`src/rtl/usbf_tx_pkt.sv`:
```
`timescale 1ns/1ps
// ---------------------------------------------------------------------------
// usbf_tx_pkt
//   USB device packet transmitter. Takes a request (PID + payload length)
//   from the protocol engine, sends the PID byte on the UTMI transmit
//   interface and, for data PIDs, drains len_i payload bytes from the
//   endpoint TX FIFO followed by the CRC16 (optional).
//
//   Optional feature macro: USBF_TX_CRC_EN
//     defined   : CRC16 (0xA001 reflected, init FFFF, sent inverted LSB
//                 byte first) is appended to data packets.
//     undefined : no CRC logic; the link/PHY appends CRC itself.
//
// Ports
//   clk_i          in   clock
//   rst_i          in   asynchronous active-low reset
//   start_i        in   request pulse, sampled only in IDLE
//   pid_i[7:0]     in   PID byte (with check nibble)
//   len_i[LEN_W-1:0] in payload byte count (data PIDs only)
//   fifo_data_i    in   FIFO head byte (no read latency)
//   fifo_empty_i   in   FIFO empty
//   fifo_pop_o     out  pop FIFO head this cycle
//   utmi_data_o    out  transmit byte
//   utmi_txvalid_o out  transmit byte valid
//   utmi_txready_i in   PHY accepted byte this cycle
//   busy_o         out  packet in progress
//   done_o         out  1-cycle pulse, packet completed normally
//   underrun_o     out  1-cycle pulse, FIFO empty when a payload byte was due
// ---------------------------------------------------------------------------
module usbf_tx_pkt #(
  parameter int LEN_W = 7
) (
  input  logic             clk_i,
  input  logic             rst_i,
  input  logic             start_i,
  input  logic [7:0]       pid_i,
  input  logic [LEN_W-1:0] len_i,
  input  logic [7:0]       fifo_data_i,
  input  logic             fifo_empty_i,
  output logic             fifo_pop_o,
  output logic [7:0]       utmi_data_o,
  output logic             utmi_txvalid_o,
  input  logic             utmi_txready_i,
  output logic             busy_o,
  output logic             done_o,
  output logic             underrun_o
);

`ifdef USBF_TX_CRC_EN
  typedef enum logic [2:0] {
    S_IDLE, S_PID, S_DATA, S_CRC_LO, S_CRC_HI, S_DONE
  } state_t;
  // State entered once the payload (possibly empty) has been sent.
  localparam state_t S_TAIL = S_CRC_LO;
`else
  typedef enum logic [2:0] {
    S_IDLE, S_PID, S_DATA, S_DONE
  } state_t;
  localparam state_t S_TAIL = S_DONE;
`endif

  state_t           state_reg, state_next;
  logic [7:0]       pid_reg;
  logic [LEN_W-1:0] len_reg;
  logic             accept;
  logic             is_data;

`ifdef USBF_TX_CRC_EN
  logic [15:0] crc_reg;

  // Reflected CRC16 byte update, data consumed LSB first.
  function automatic logic [15:0] crc16_byte(input logic [15:0] crc_in,
                                             input logic [7:0]  data);
    logic [15:0] c;
    c = crc_in;
    for (int i = 0; i < 8; i++) begin
      if (c[0] ^ data[i]) c = (c >> 1) ^ 16'hA001;
      else                c = c >> 1;
    end
    return c;
  endfunction
`endif

  assign accept  = utmi_txvalid_o & utmi_txready_i;
  assign is_data = (pid_reg[1:0] == 2'b11);

  // State and datapath registers
  always_ff @(posedge clk_i or negedge rst_i) begin
    if (!rst_i) begin
      state_reg <= S_IDLE;
      pid_reg   <= 8'h00;
      len_reg   <= '0;
`ifdef USBF_TX_CRC_EN
      crc_reg   <= 16'h0000;
`endif
    end else begin
      state_reg <= state_next;
      if (state_reg == S_IDLE && start_i) begin
        pid_reg <= pid_i;
        len_reg <= len_i;
`ifdef USBF_TX_CRC_EN
        crc_reg <= 16'hFFFF;
`endif
      end
      // accept in DATA implies the FIFO was non-empty (txvalid gated).
      if (state_reg == S_DATA && accept) begin
        len_reg <= len_reg - LEN_W'(1);
`ifdef USBF_TX_CRC_EN
        crc_reg <= crc16_byte(crc_reg, fifo_data_i);
`endif
      end
    end
  end

  // Next-state logic
  always_comb begin
    state_next = state_reg;
    case (state_reg)
      S_IDLE: if (start_i) state_next = S_PID;
      S_PID: begin
        if (accept) begin
          if (!is_data)            state_next = S_DONE;
          else if (len_reg == '0)  state_next = S_TAIL;
          else                     state_next = S_DATA;
        end
      end
      S_DATA: begin
        if (fifo_empty_i)                          state_next = S_IDLE;
        else if (accept && len_reg == LEN_W'(1))   state_next = S_TAIL;
      end
`ifdef USBF_TX_CRC_EN
      S_CRC_LO: if (accept) state_next = S_CRC_HI;
      S_CRC_HI: if (accept) state_next = S_DONE;
`endif
      S_DONE:  state_next = S_IDLE;
      default: state_next = S_IDLE;
    endcase
  end

  // Output logic
  always_comb begin
    fifo_pop_o     = 1'b0;
    utmi_data_o    = 8'h00;
    utmi_txvalid_o = 1'b0;
    busy_o         = 1'b0;
    done_o         = 1'b0;
    underrun_o     = 1'b0;
    case (state_reg)
      S_PID: begin
        busy_o         = 1'b1;
        utmi_txvalid_o = 1'b1;
        utmi_data_o    = pid_reg;
      end
      S_DATA: begin
        busy_o = 1'b1;
        if (fifo_empty_i) begin
          underrun_o = 1'b1;
        end else begin
          utmi_txvalid_o = 1'b1;
          utmi_data_o    = fifo_data_i;
          // Pop exactly when the PHY takes the head byte.
          fifo_pop_o     = utmi_txready_i;
        end
      end
`ifdef USBF_TX_CRC_EN
      S_CRC_LO: begin
        busy_o         = 1'b1;
        utmi_txvalid_o = 1'b1;
        utmi_data_o    = ~crc_reg[7:0];
      end
      S_CRC_HI: begin
        busy_o         = 1'b1;
        utmi_txvalid_o = 1'b1;
        utmi_data_o    = ~crc_reg[15:8];
      end
`endif
      S_DONE:  done_o = 1'b1;
      default: ;
    endcase
  end

endmodule

```
`config.mk`:
```
export PLATFORM = sky130hd
export DESIGN_NAME = usbf_tx_pkt
export DESIGN_NICKNAME = d
export VERILOG_FILES = /design/src/rtl/usbf_tx_pkt.sv
export SDC_FILE = /design/constraint.sdc
export NUM_CORES = 1
export LEC_CHECK = 0
export ABC_AREA = 1
export CAP_MARGIN = 20
export CORE_ASPECT_RATIO = 1.25
export CORE_MARGIN = 2
export CORE_UTILIZATION = 44
export CTS_BUF_LIST = sky130_fd_sc_hd__clkbuf_4 sky130_fd_sc_hd__clkbuf_8
export DETAILED_ROUTE_END_ITERATION = 10
export DONT_BUFFER_PORTS = 1
export SETUP_SLACK_MARGIN = 0.02
export SKIP_LAST_GASP = 1
export SYNTH_ARGS = -nofsm -noshare
export SYNTH_HDL_FRONTEND = slang
export SYNTH_SLANG_ARGS = --single-unit
```
`constraint.sdc`:
```
create_clock -name clk_i -period 4 [get_ports clk_i]
set_clock_uncertainty 0.05 [all_clocks]
set_input_delay 0.2 -clock clk_i [delete_from_list [all_inputs] [get_ports clk_i]]
set_output_delay 0.2 -clock clk_i [all_outputs]
set_load 0.1 [all_outputs]
```
# Word-level counts from Yosys, hierarchy flattened
# Index checks and enable logic that the tools add are counted.
# word_totals
ff_bits,18
latch_bits,0
ram_bits,0
romBits,0
input_bits,28
output_inout_bits,13
word_cells,40
n_memories,0
# classes
n_addsub,1
multipliers,0
div,0
magnitude_cmp,0
n_eq_ne,8
shift,0
n_mux,19
bitwise,1
reduce_logical,8
# op_table
cell,count
one-hot mux 8 bit (2 select lines),1
two-way mux 7 bit,2
two-way mux 3 bit,4
two-way mux 1 bit,9
one-hot mux 3 bit (3 select lines),1
two-way mux 8 bit,1
"equality test 7 x 1 -> 1 bit, second input constant",1
zero test 7 bit,1
"subtractor 7 x 1 -> 7 bit, second input constant",1
"equality test 3 x 2 -> 1 bit, second input constant",2
"!= test 2 bit, second input constant",2
"equality test 3 x 1 -> 1 bit, second input constant",1
logical AND 1 bit,3
zero test 3 bit,1
"!= test 3 x 2 -> 1 bit, second input constant",1
AND reduction 3 bit,1
"equality test 2 bit, second input constant",1
one-hot mux 1 bit (2 select lines),1
nonzero test 2 bit,1
OR reduction 2 bit,1
bitwise AND 1 bit,1

# Logic depth before layout (Yosys ltp)
# Gate-level depths: netlist of the first run.
# logic_depth
word_depth,7
ltp_mapped,11
mapped_depth_nobuf,10

# Least setup slack after synthesis of the first run
# OpenSTA, ideal clock, no wires.
# synth_path
path_type,reg-to-output
startpoint,reg state_reg[0]
endpoint,out utmi_data_o[0]
arrival_ns,3.062
required_ns,3.750
slack_ns,0.688
stages_incl_launch_ff,5
path_buffers,0
path_cell_list,dfrtp_1 -> inv_1 -> ha_1 -> inv_2 -> a21oi_1
# synth_via
elab_chain_len,2
word_cells_on_any_way,3
cone_classes,eq/ne (2); mux (1)
# synth_rtl
element,line,source
"start, declared",62,"state_t state_reg, state_next;"
"start signal, assigned",97,state_reg <= state_next;
equality test 3 x 2 -> 1 bit / equality test 3 x 1 -> 1 bit (equally long branches),148,case (state_reg)
one-hot mux 8 bit (2 select lines) (*),148,
"end, declared",41,"output logic [7:0] utmi_data_o,"
# Mark *: on every way between the ends. The rest lies on a longest branch, timed or not.

# Worst setup path in the final report of the first run
# Same ends and word-level chain as after synthesis.

==> results of run 1 <==
## worst reg2reg max path, stage by stage (launching register included)
cell	delay (ns)
dfrtp_1	0.41
inv_1	0.08
ha_1	0.96
inv_2	0.31
o21ai_1	0.24
nand3_2	0.11
nor2_1	0.13
nand2_1	0.07
nand2_1	0.06
## cells in the mapped netlist (all sizes together)
library cell  count  area share, %
nor2             13            4.8
a21oi             9            3.7
xor2              1           0.72
nand3b            3            1.8
o21bai            1           0.61
nand2            49             16
xnor2             1           0.72
ha                7            7.2
nand3            13            6.8
buf               4            2.9
o21ai             9            4.6
inv              23            7.3
dfrtp            17             35
nand4             1           0.51
mux2              8            7.4
## stage by stage
| stage | instance area (µm²) | instances | hold slack (ns) | util, % | setup slack (ns) |
|---|---|---|---|---|---|
| floorplan | 1222 | 159 | -0.1456 | - | 0.6884 |
| global placement | 1334 | 198 | -0.1451 | 50.26 | 1.584 |
| detailed placement | 1334 | 198 | -0.1450 | 50.26 | 1.546 |
| CTS | 1471 | 213 | 0.003708 | 55.45 | 1.181 |
| global route | 1471 | 213 | 0.009422 | 55.45 | 1.070 |
| finish | 1471 | 213 | 0.002218 | 55.45 | 1.184 |
## what timing repair did
item,in CTS,in global routing
gates resized for setup,0,0
hold endpoints to repair,27,0
hold buffers,11,0
endpoints found under the setup margin,0,0
buffers inserted,0,0
## routing by layer
metal	routed length, µm	part of all wire [%]
met5	0	0
met4	63	2.5
met3	139	5.4
met1	1071	42
met2	1294	50
## final timing paths
| path | cells past startpoint | to | startpoint | slack (ns) |
|---|---|---|---|---|
| setup / recovery | 5 | utmi_data_o[0] | state_reg[0]$_DFFE_PN0P_ | 1.18 |
| hold / removal | 2 | len_reg[4]$_DFFE_PN0P_ | len_i[4] | 0.002 |
| setup reg to reg | 8 | state_reg[1]$_DFFE_PN0P_ | state_reg[0]$_DFFE_PN0P_ | 1.54 |
| hold reg to reg | 1 | pid_reg[3]$_DFFE_PN0P_ | pid_reg[3]$_DFFE_PN0P_ | 0.47 |
| max in group asynchronous | 1 | state_reg[1]$_DFFE_PN0P_ | rst_i | 3.05 |
| min in group asynchronous | 1 | pid_reg[4]$_DFFE_PN0P_ | rst_i | 0.35 |
## final cells by class
type                    instances  area [µm²]  area share [%]
flip-flops and latches         17       425.4           28.91
well taps                      34       42.54           2.891
clock inverters                 1       5.005          0.3401
inverters                      23       88.84           6.037
multi-input cells             115       709.4           48.21
repair buffers                 20       177.7           12.07
clock buffers                   3       22.52           1.531
## cell usage in the layout, fill, tap and decap left out
cell type,count
a21oi_2,9
nand4_1,1
buf_4,9
nand2_4,1
nand3_4,1
xor2_1,1
nand2_2,3
inv_4,1
o21bai_1,1
ha_1,7
nor2_4,1
clkinv_2,1
nor2_1,10
nor2_2,2
dlygate4sd3_1,11
nand3_2,1
o21ai_0,5
nand3_1,11
inv_2,3
inv_1,19
dfrtp_1,17
nand2_1,45
mux2_2,8
nand3b_1,3
clkbuf_4,3
o21ai_2,3
xnor2_1,1
o21ai_1,1
## cell families (layout without fill, tap and decap cells)
kind of cell,after synthesis,in the layout,share of synthesized area [%]
and+or+nand+nor,79,79,30.19
buffers and inverters,27,47,10.13
AOI/OAI and AO/OA,19,19,8.904
DFF,17,17,34.80
muxes,8,8,7.370
adders and majority gates,7,7,7.164
xor gates and xnor gates,2,2,1.433
==> flow_summary_export.csv, run 1 <==
group,metric,value,unit
die,rows,21,
detailed_routing,drt_iter0_drc,36,
clock_network,htreeDepth,1,
detailed_routing,postRouteAntennaNets,0,
global_route,grt_max_degree,22,
timing,fin_crit_sh,70.40,%
detailed_routing,vias,1070,
synth,avgSynthCellArea,7.688,µm²
timing,timing.slew.headroom,29.64,%
setup_path,cp-end-kind,"output pin",
clock_network,cts_tree,"done",
synth,syn_area,0.001222,mm²
setup_path,path_cells,"inv_1 -> ha_1 -> inv_2 -> a21oi_2 -> buf_4",
die,die_h,62.93,µm
setup_path,critPathMaxStageDelay,0.96,ns
final_layout,drive_gt1_share,25.70,%
worst_hold_path,hold_path_class,"input port to flop",
detailed_routing,drcViolationCount,0,
synth,ys_seq_area_share,34.80,%
placement,routabilityCongestion,0.8954,
global_route,grt_pass1_wl,4340,µm
setup_path,crit_family,"adder cells",
setup_path,critPathSlowestCell,"ha_1",
timing,max_freq,355.1,MHz
timing,final_hold_viol_count,0,
die,dieWidth,51.15,µm
die,core,0.002654,mm²
global_route,first_global_vias,1007,
clock_network,clock_sinks,17,
die,initial_core_util,46.06,%
clock_network,clkTransAtPathRegs,0.11,ns
setup_path,cp_max_fo,10,
setup_path,critical_path_required,3.75,ns
synth,ys_seq_elements,17,
synth,ys_warn_count,0,
synth,synth_cell_types,27,
global_route,grt.met3_usage,2.153,%
final_layout,diodes,0,
global_route,met1_usage,20.45,%
clock_network,cts_made_buffers,3,
global_route,grt_use_met2,30.52,%
clock_network,clock_latency,0.32,ns
die,fp.dieArea,0.003219,mm²
timing,rsz0062_at_grt,"no",
detailed_routing,drt-pass1-iter-count,4,
final_layout,fin_nets,215,
setup_path,crit_arrival,2.57,ns
timing,worstMarginPinSlew,1.054,ns
synth,syn-num-nets,194,
synth,netlist_instances,159,
detailed_routing,wl,2569,µm
global_route,grt_usage,17.61,%
setup_path,cp-start-kind,"flop",
job,cap_violations,0,
placement,numPortBuffers,0,
clock_network,clk_path_buf_depth,2,
timing,setup_viol,0,
final_layout,area_growth,20.37,%
setup_path,cp.buffers_inverters,3,
detailed_routing,wire_per_inst,12.06,µm
global_route,busiest_layer,"met2",
setup_path,path_class,"flop to output pin",
global_route,antenna_found_initial,0,
detailed_routing,viasPerCell,5.023,
die,ioPinCount,41,
status,status,"finished clean",
timing,tns,0,ns
timing,period_needed,2.816,ns
timing,slew_viol_final,0,
final_layout,largest_reg_flops,8,
clock_network,cts_root_buf,"clkbuf_4",
global_route,grt-ovfl-total,0,
final_layout,fillCellCount,253,
placement,dp_hpwl,1913,µm
Power of run 1 is left out: the tool's default activity adds up to more than one toggle a clock period on the data nets, which glitch-free logic cannot reach.
==> run 2: changes to the inputs <==
==> constraint.sdc (replaced) <==
create_clock -name clk_i -period 2.7 [get_ports clk_i]
set_clock_uncertainty 0.05 [all_clocks]
set_input_delay 0.135 -clock clk_i [delete_from_list [all_inputs] [get_ports clk_i]]
set_output_delay 0.135 -clock clk_i [all_outputs]
set_load 0.1 [all_outputs]
==> run 2 against run 1 <==
  * Setup slack got worse by 0.66 ns
  * Utilization is 5.2 points higher
  * Die area is the same
  * Routed wire length increased by 13%
  * First-iteration DRC count decreased by 44%
  * Critical endpoint is now utmi_data_o[5]
==> flow_summary_export.csv, run 2 (same netlist as run 1, synthesis figures left out) <==
group,metric,value,unit
die,die_h,62.93,µm
setup_path,cp-start-kind,"flop",
clock_network,clock_sinks,17,
detailed_routing,wire_per_inst,13.39,µm
timing,setup_viol,0,
job,cap_violations,0,
final_layout,fillCellCount,243,
die,dieWidth,51.15,µm
timing,max_freq,459.1,MHz
timing,period_needed,2.178,ns
timing,worstMarginPinSlew,0.9892,ns
clock_network,clock_latency,0.30,ns
timing,slew_viol_final,0,
status,status,"finished clean",
setup_path,crit_arrival,1.99,ns
global_route,grt_max_degree,22,
setup_path,cp_max_fo,10,
final_layout,final_area,0.001609,mm²
timing,rsz0062_at_grt,"no",
die,fp.dieArea,0.003219,mm²
global_route,grt_usage,20.53,%
timing,fin_crit_sh,80.66,%
detailed_routing,drt_iter0_drc,20,
placement,routabilityCongestion,0.9335,
timing,timing.slew.headroom,34.06,%
final_layout,fin_nets,218,
placement,dp_hpwl,2091,µm
placement,numPortBuffers,0,
final_layout,seq_area,425.4,µm²
die,initial_core_util,46.06,%
detailed_routing,wl,2892,µm
final_layout,largest_reg_flops,8,
clock_network,cts_root_buf,"clkbuf_4",
final_layout,layout_commonest_cell,"nand2_1",
global_route,grt_pass1_wl,5078,µm
clock_network,cts_made_buffers,3,
global_route,grt-ovfl-total,0,
final_layout,multi_input_area,709.4,µm²
worst_hold_path,hold_path_class,"input port to flop",
final_layout,diodes,0,
die,rows,21,
global_route,first_global_vias,1157,
timing,final_hold_viol_count,0,
setup_path,critical_path_required,2.52,ns
detailed_routing,vias,1093,
setup_path,cp-end-kind,"output pin",
final_layout,area_growth,31.63,%
detailed_routing,drcViolationCount,0,
die,core,0.002654,mm²
clock_network,htreeDepth,1,
detailed_routing,postRouteAntennaNets,0,
final_layout,final_cell_mix,"nand2_1 (45), inv_1 (19), dfrtp_1 (17)",
detailed_routing,viasPerCell,5.060,
clock_network,clk_path_buf_depth,2,
clock_network,cts_repair_resize_count,0,
global_route,antenna_found_initial,0,
timing,whs,0.03219,ns
clock_network,clkTransAtPathRegs,0.11,ns
die,ioPinCount,41,
clock_network,cts_tree,"done",
setup_path,path_class,"flop to output pin",
detailed_routing,drt-pass1-iter-count,4,
placement,place_area,0.001461,mm²
clock_network,ctsHoldBuffers,12,
final_layout,drive_gt1_share,26.37,%
clock_network,cts_setup_buffers,0,
-- run 2: cell count changes in the layout (fill, tap and decap cells not counted), sizes merged --
cell / change
buf: +2
dlygate4sd3: +1
-- run 2: critical path, stage by stage (launching register included) --
cell and delay [ns]:
dfrtp_1 0.43, inv_1 0.09, ha_1 0.20, inv_1 0.11, nor2_2 0.33, nand2_1 0.12, a21oi_2 0.21, buf_12 0.20
-- run 2: layout make-up --
| cell class | count | area share (%) |
|---|---|---|
| Clock inverter | 1 | 0.3110 |
| Tap cell | 34 | 2.644 |
| Sequential cell | 17 | 26.44 |
| Timing Repair Buffer | 23 | 19.60 |
| Inverter | 23 | 5.521 |
| Clock buffer | 3 | 1.400 |
| Multi-Input combinational cell | 115 | 44.09 |
-- run 2: worst paths after layout --
path	slack, ns	cells past startpoint	endpoint	from
max	0.52	7	utmi_data_o[5]	state_reg[0]$_DFFE_PN0P_
max in group asynchronous	1.80	1	pid_reg[1]$_DFFE_PN0P_	rst_i
max reg2reg	0.79	9	len_reg[3]$_DFFE_PN0P_	state_reg[1]$_DFFE_PN0P_
min in group asynchronous	0.30	1	len_reg[1]$_DFFE_PN0P_	rst_i
min	0.03	2	len_reg[0]$_DFFE_PN0P_	len_i[0]
min reg2reg	0.47	1	pid_reg[6]$_DFFE_PN0P_	pid_reg[6]$_DFFE_PN0P_
-- run 2: metal layers --
| metal | track usage [%] | part of all wire, % |
|---|---|---|
| met1 | 22.68 | 38 |
| met2 | 37.50 | 53 |
| met3 | 2.392 | 5.5 |
| met4 | 9.797 | 3.4 |
| met5 | 0 | 0 |
-- run 2: stage by stage --
step                      setup slack (ns)  setup TNS, ns  utilization [%]  instances
after floorplan                    -0.5466         -4.919                -        159
after global placement              0.8572              0            55.07        200
after detailed placement            0.7903              0            55.07        200
after CTS                           0.4956              0            60.63        216
after global routing                0.3475              0            60.63        216
final                               0.5220              0            60.63        216
Power of run 2 is left out for the same reason.
==> run 3: changes to the inputs <==
--- a/config.mk
+++ b/config.mk
@@ -5,7 +5,7 @@
 export SDC_FILE = /design/constraint.sdc
 export NUM_CORES = 1
 export LEC_CHECK = 0
-export ABC_AREA = 1
+export ABC_AREA = 0
 export CAP_MARGIN = 20
 export CORE_ASPECT_RATIO = 1.25
 export CORE_MARGIN = 2
==> constraint.sdc (replaced) <==
create_clock -name clk_i -period 2.3 [get_ports clk_i]
set_clock_uncertainty 0.05 [all_clocks]
set_input_delay 0.115 -clock clk_i [delete_from_list [all_inputs] [get_ports clk_i]]
set_output_delay 0.115 -clock clk_i [all_outputs]
set_load 0.1 [all_outputs]
==> run 3 against run 2 <==
  * Final cell count shrank 19%
  * Utilization grew 6.3 points
  * Global-route usage grew 1.2 points
  * Area after synthesis shrank 7.0%
  * Via count shrank 9.7%
  * Final area grew 1.9%
  * Critical path type unchanged
  * Critical endpoint is now utmi_data_o[1]
==> flow_summary_export.csv, run 3 <==
group,metric,value,unit
status,status,"finished clean",
global_route,grt-ovfl-total,0,
die,ioPinCount,41,
placement,routabilityCongestion,0.7695,
synth,yosysTopAreaCellShare,37.40,%
setup_path,cp-startpoint,"state_reg[0]$_DFFE_PN0P_",
setup_path,path_class,"flop to output pin",
detailed_routing,wire_per_inst,16.34,µm
synth,syn_area,0.001137,mm²
global_route,antenna_found_initial,0,
timing,tns,0,ns
timing,period_needed,2.103,ns
global_route,grt_pass1_wl,4816,µm
timing,final_hold_viol_count,0,
final_layout,final_area,0.001640,mm²
synth,ys_warn_count,0,
placement,numPortBuffers,0,
global_route,first_global_vias,987,
clock_network,clk_path_buf_depth,2,
synth,synth_edf_count,0,
setup_path,path_cells,"inv_1 -> ha_1 -> nor2b_2 -> buf_4 -> a22oi_1 -> nor2b_4 -> buf_12",
synth,ys_seq_elements,17,
placement,dp_hpwl,2096,µm
setup_path,r2r_slack,0.24,ns
clock_network,clock_sinks,17,
setup_path,cp-start-kind,"flop",
setup_path,crit_arrival,1.94,ns
detailed_routing,viasPerCell,5.640,
setup_path,cp-end-kind,"output pin",
timing,worstMarginPinSlew,0.7998,ns
final_layout,area_growth,44.22,%
worst_hold_path,holdPathStages,2,
clock_network,cts_setup_buffers,0,
global_route,grt_max_degree,18,
die,core,0.002452,mm²
detailed_routing,drt_iter0_drc,24,
synth,synth_most_common_cell,"dfrtp_1",
final_layout,fin_cells,175,
setup_path,critPathSlowestCell,"dfrtp_1",
detailed_routing,postRouteAntennaNets,0,
worst_hold_path,hold_path_class,"input port to flop",
die,die_h,60.85,µm
setup_path,crit_family,"buffers and inverters",
timing,max_freq,475.4,MHz
setup_path,r2r_start,"state_reg[0]$_DFFE_PN0P_",
die,rows,20,
clock_network,cts_root_buf,"clkbuf_4",
clock_network,clock_latency,0.30,ns
synth,synth_area_leader_cell,"dfrtp_1",
timing,fin_crit_sh,91.45,%
final_layout,diodes,0,
clock_network,clkTransAtPathRegs,0.10,ns
final_layout,drive_gt1_share,32.39,%
synth,synth_cell_types,36,
setup_path,critical_path_required,2.13,ns
final_layout,largest_reg_flops,8,
synth,netlist_instances,112,
setup_path,cp.buffers_inverters,3,
clock_network,cts_tree,"done",
setup_path,cp_max_fo,10,
synth,ys.flop_type,"dfrtp_1",
clock_network,htreeDepth,1,
final_layout,final_cell_mix,"dfrtp_1 (17), dlygate4sd3_1 (15), buf_12 (10)",
worst_hold_path,hold_path.startpoint,"len_i[0]",
synth,synth_common_cells,"dfrtp_1 (17), nor2b_1 (9), a22oi_1 (8), mux2_2 (8), ha_1 (7)",
worst_hold_path,hold_end,"len_reg[0]$_DFFE_PN0P_",
job,cap_violations,0,
timing,timing.slew.headroom,46.50,%
final_layout,layout_commonest_cell,"dfrtp_1",
die,initial_core_util,46.38,%
synth,syn-num-nets,147,
setup_path,reg2reg_depth,7,
setup_path,r2r_end,"state_reg[0]$_DFFE_PN0P_",
die,fp.dieArea,0.003010,mm²
synth,avgSynthCellArea,10.15,µm²
detailed_routing,vias,987,
clock_network,cts_made_buffers,3,
detailed_routing,wl,2860,µm
timing,slew_viol_final,0,
synth,synth_async_sr_flop_share,100.0,%
placement,placedCellCount,156,
synth,netlist_top_cells_area,"dfrtp_1 (37%), mux2_2 (7.9%), ha_1 (7.7%)",
synth,ys_seq_area_share,37.40,%
final_layout,fin_nets,178,
placement,place_area,0.001458,mm²
detailed_routing,drcViolationCount,0,
global_route,grt_usage,21.73,%
setup_path,critPathMaxStageDelay,0.43,ns
detailed_routing,drt-pass1-iter-count,4,
timing,rsz0062_at_grt,"no",
die,dieWidth,49.48,µm
timing,setup_viol,0,
[run 3: layer usage]
layer | GRT usage, % | share of wire (%) | wire (µm)
met1 | 24.61 | 42 | 1197
met5 | 0 | 0 | 0
met4 | 10.71 | 1.9 | 53
met2 | 40.15 | 51 | 1445
met3 | 3.695 | 5.7 | 163
[run 3: area by class of cell]
class / count / area, µm²
fill: 200 / 812.0
multi-input combinational: 85 / 729.5
sequential: 17 / 425.4
timing repair buffer: 31 / 395.4
tap: 33 / 41.29
clock buffer: 4 / 30.03
inverter: 5 / 18.77
[run 3: logic make-up (layout without fill, tap and decap cells)]
kind of cell | after synthesis | count (layout) | synth area share [%]
and+or+nand+nor | 38 | 38 | 20.24
AOI/OAI and AO/OA | 30 | 30 | 20.24
DFF | 17 | 17 | 37.40
muxes | 10 | 10 | 10.12
buffers and inverters | 10 | 40 | 4.290
adders and majority gates | 7 | 7 | 7.700
[run 3: how the worst max path moves through the flow]
| stage | end | depth (start not counted) | slack (ns) |
|---|---|---|---|
| after floorplan | len_reg[3]$_DFFE_PN0P_ | 7 | 0.13 |
| after global placement | state_reg[0]$_DFFE_PN0P_ | 7 | 0.33 |
| after detailed placement | state_reg[0]$_DFFE_PN0P_ | 7 | 0.27 |
| after CTS | utmi_data_o[1] | 7 | 0.10 |
| after global routing | utmi_data_o[6] | 7 | 0.04 |
| final | utmi_data_o[1] | 7 | 0.20 |
[run 3: per-stage QoR]
| stage | setup WS, ns | utilization, % | hold WS (ns) |
|---|---|---|---|
| after floorplan | 0.1254 | - | -0.2306 |
| after global placement | 0.3338 | 59.44 | -0.2301 |
| after detailed placement | 0.2653 | 59.44 | -0.2302 |
| after CTS | 0.1035 | 66.79 | 0.001800 |
| after global routing | 0.04393 | 66.89 | 0.02556 |
| final | 0.1967 | 66.89 | 0.008296 |
[run 3: what timing repair did]
| action | CTS | global route |
|---|---|---|
| hold buffers | 15 | 0 |
| endpoints found under the hold margin | 31 | 0 |
| endpoints found under the setup margin | 0 | 8 |
| resized for setup | 0 | 1 |
Power of run 3 is left out for the same reason.
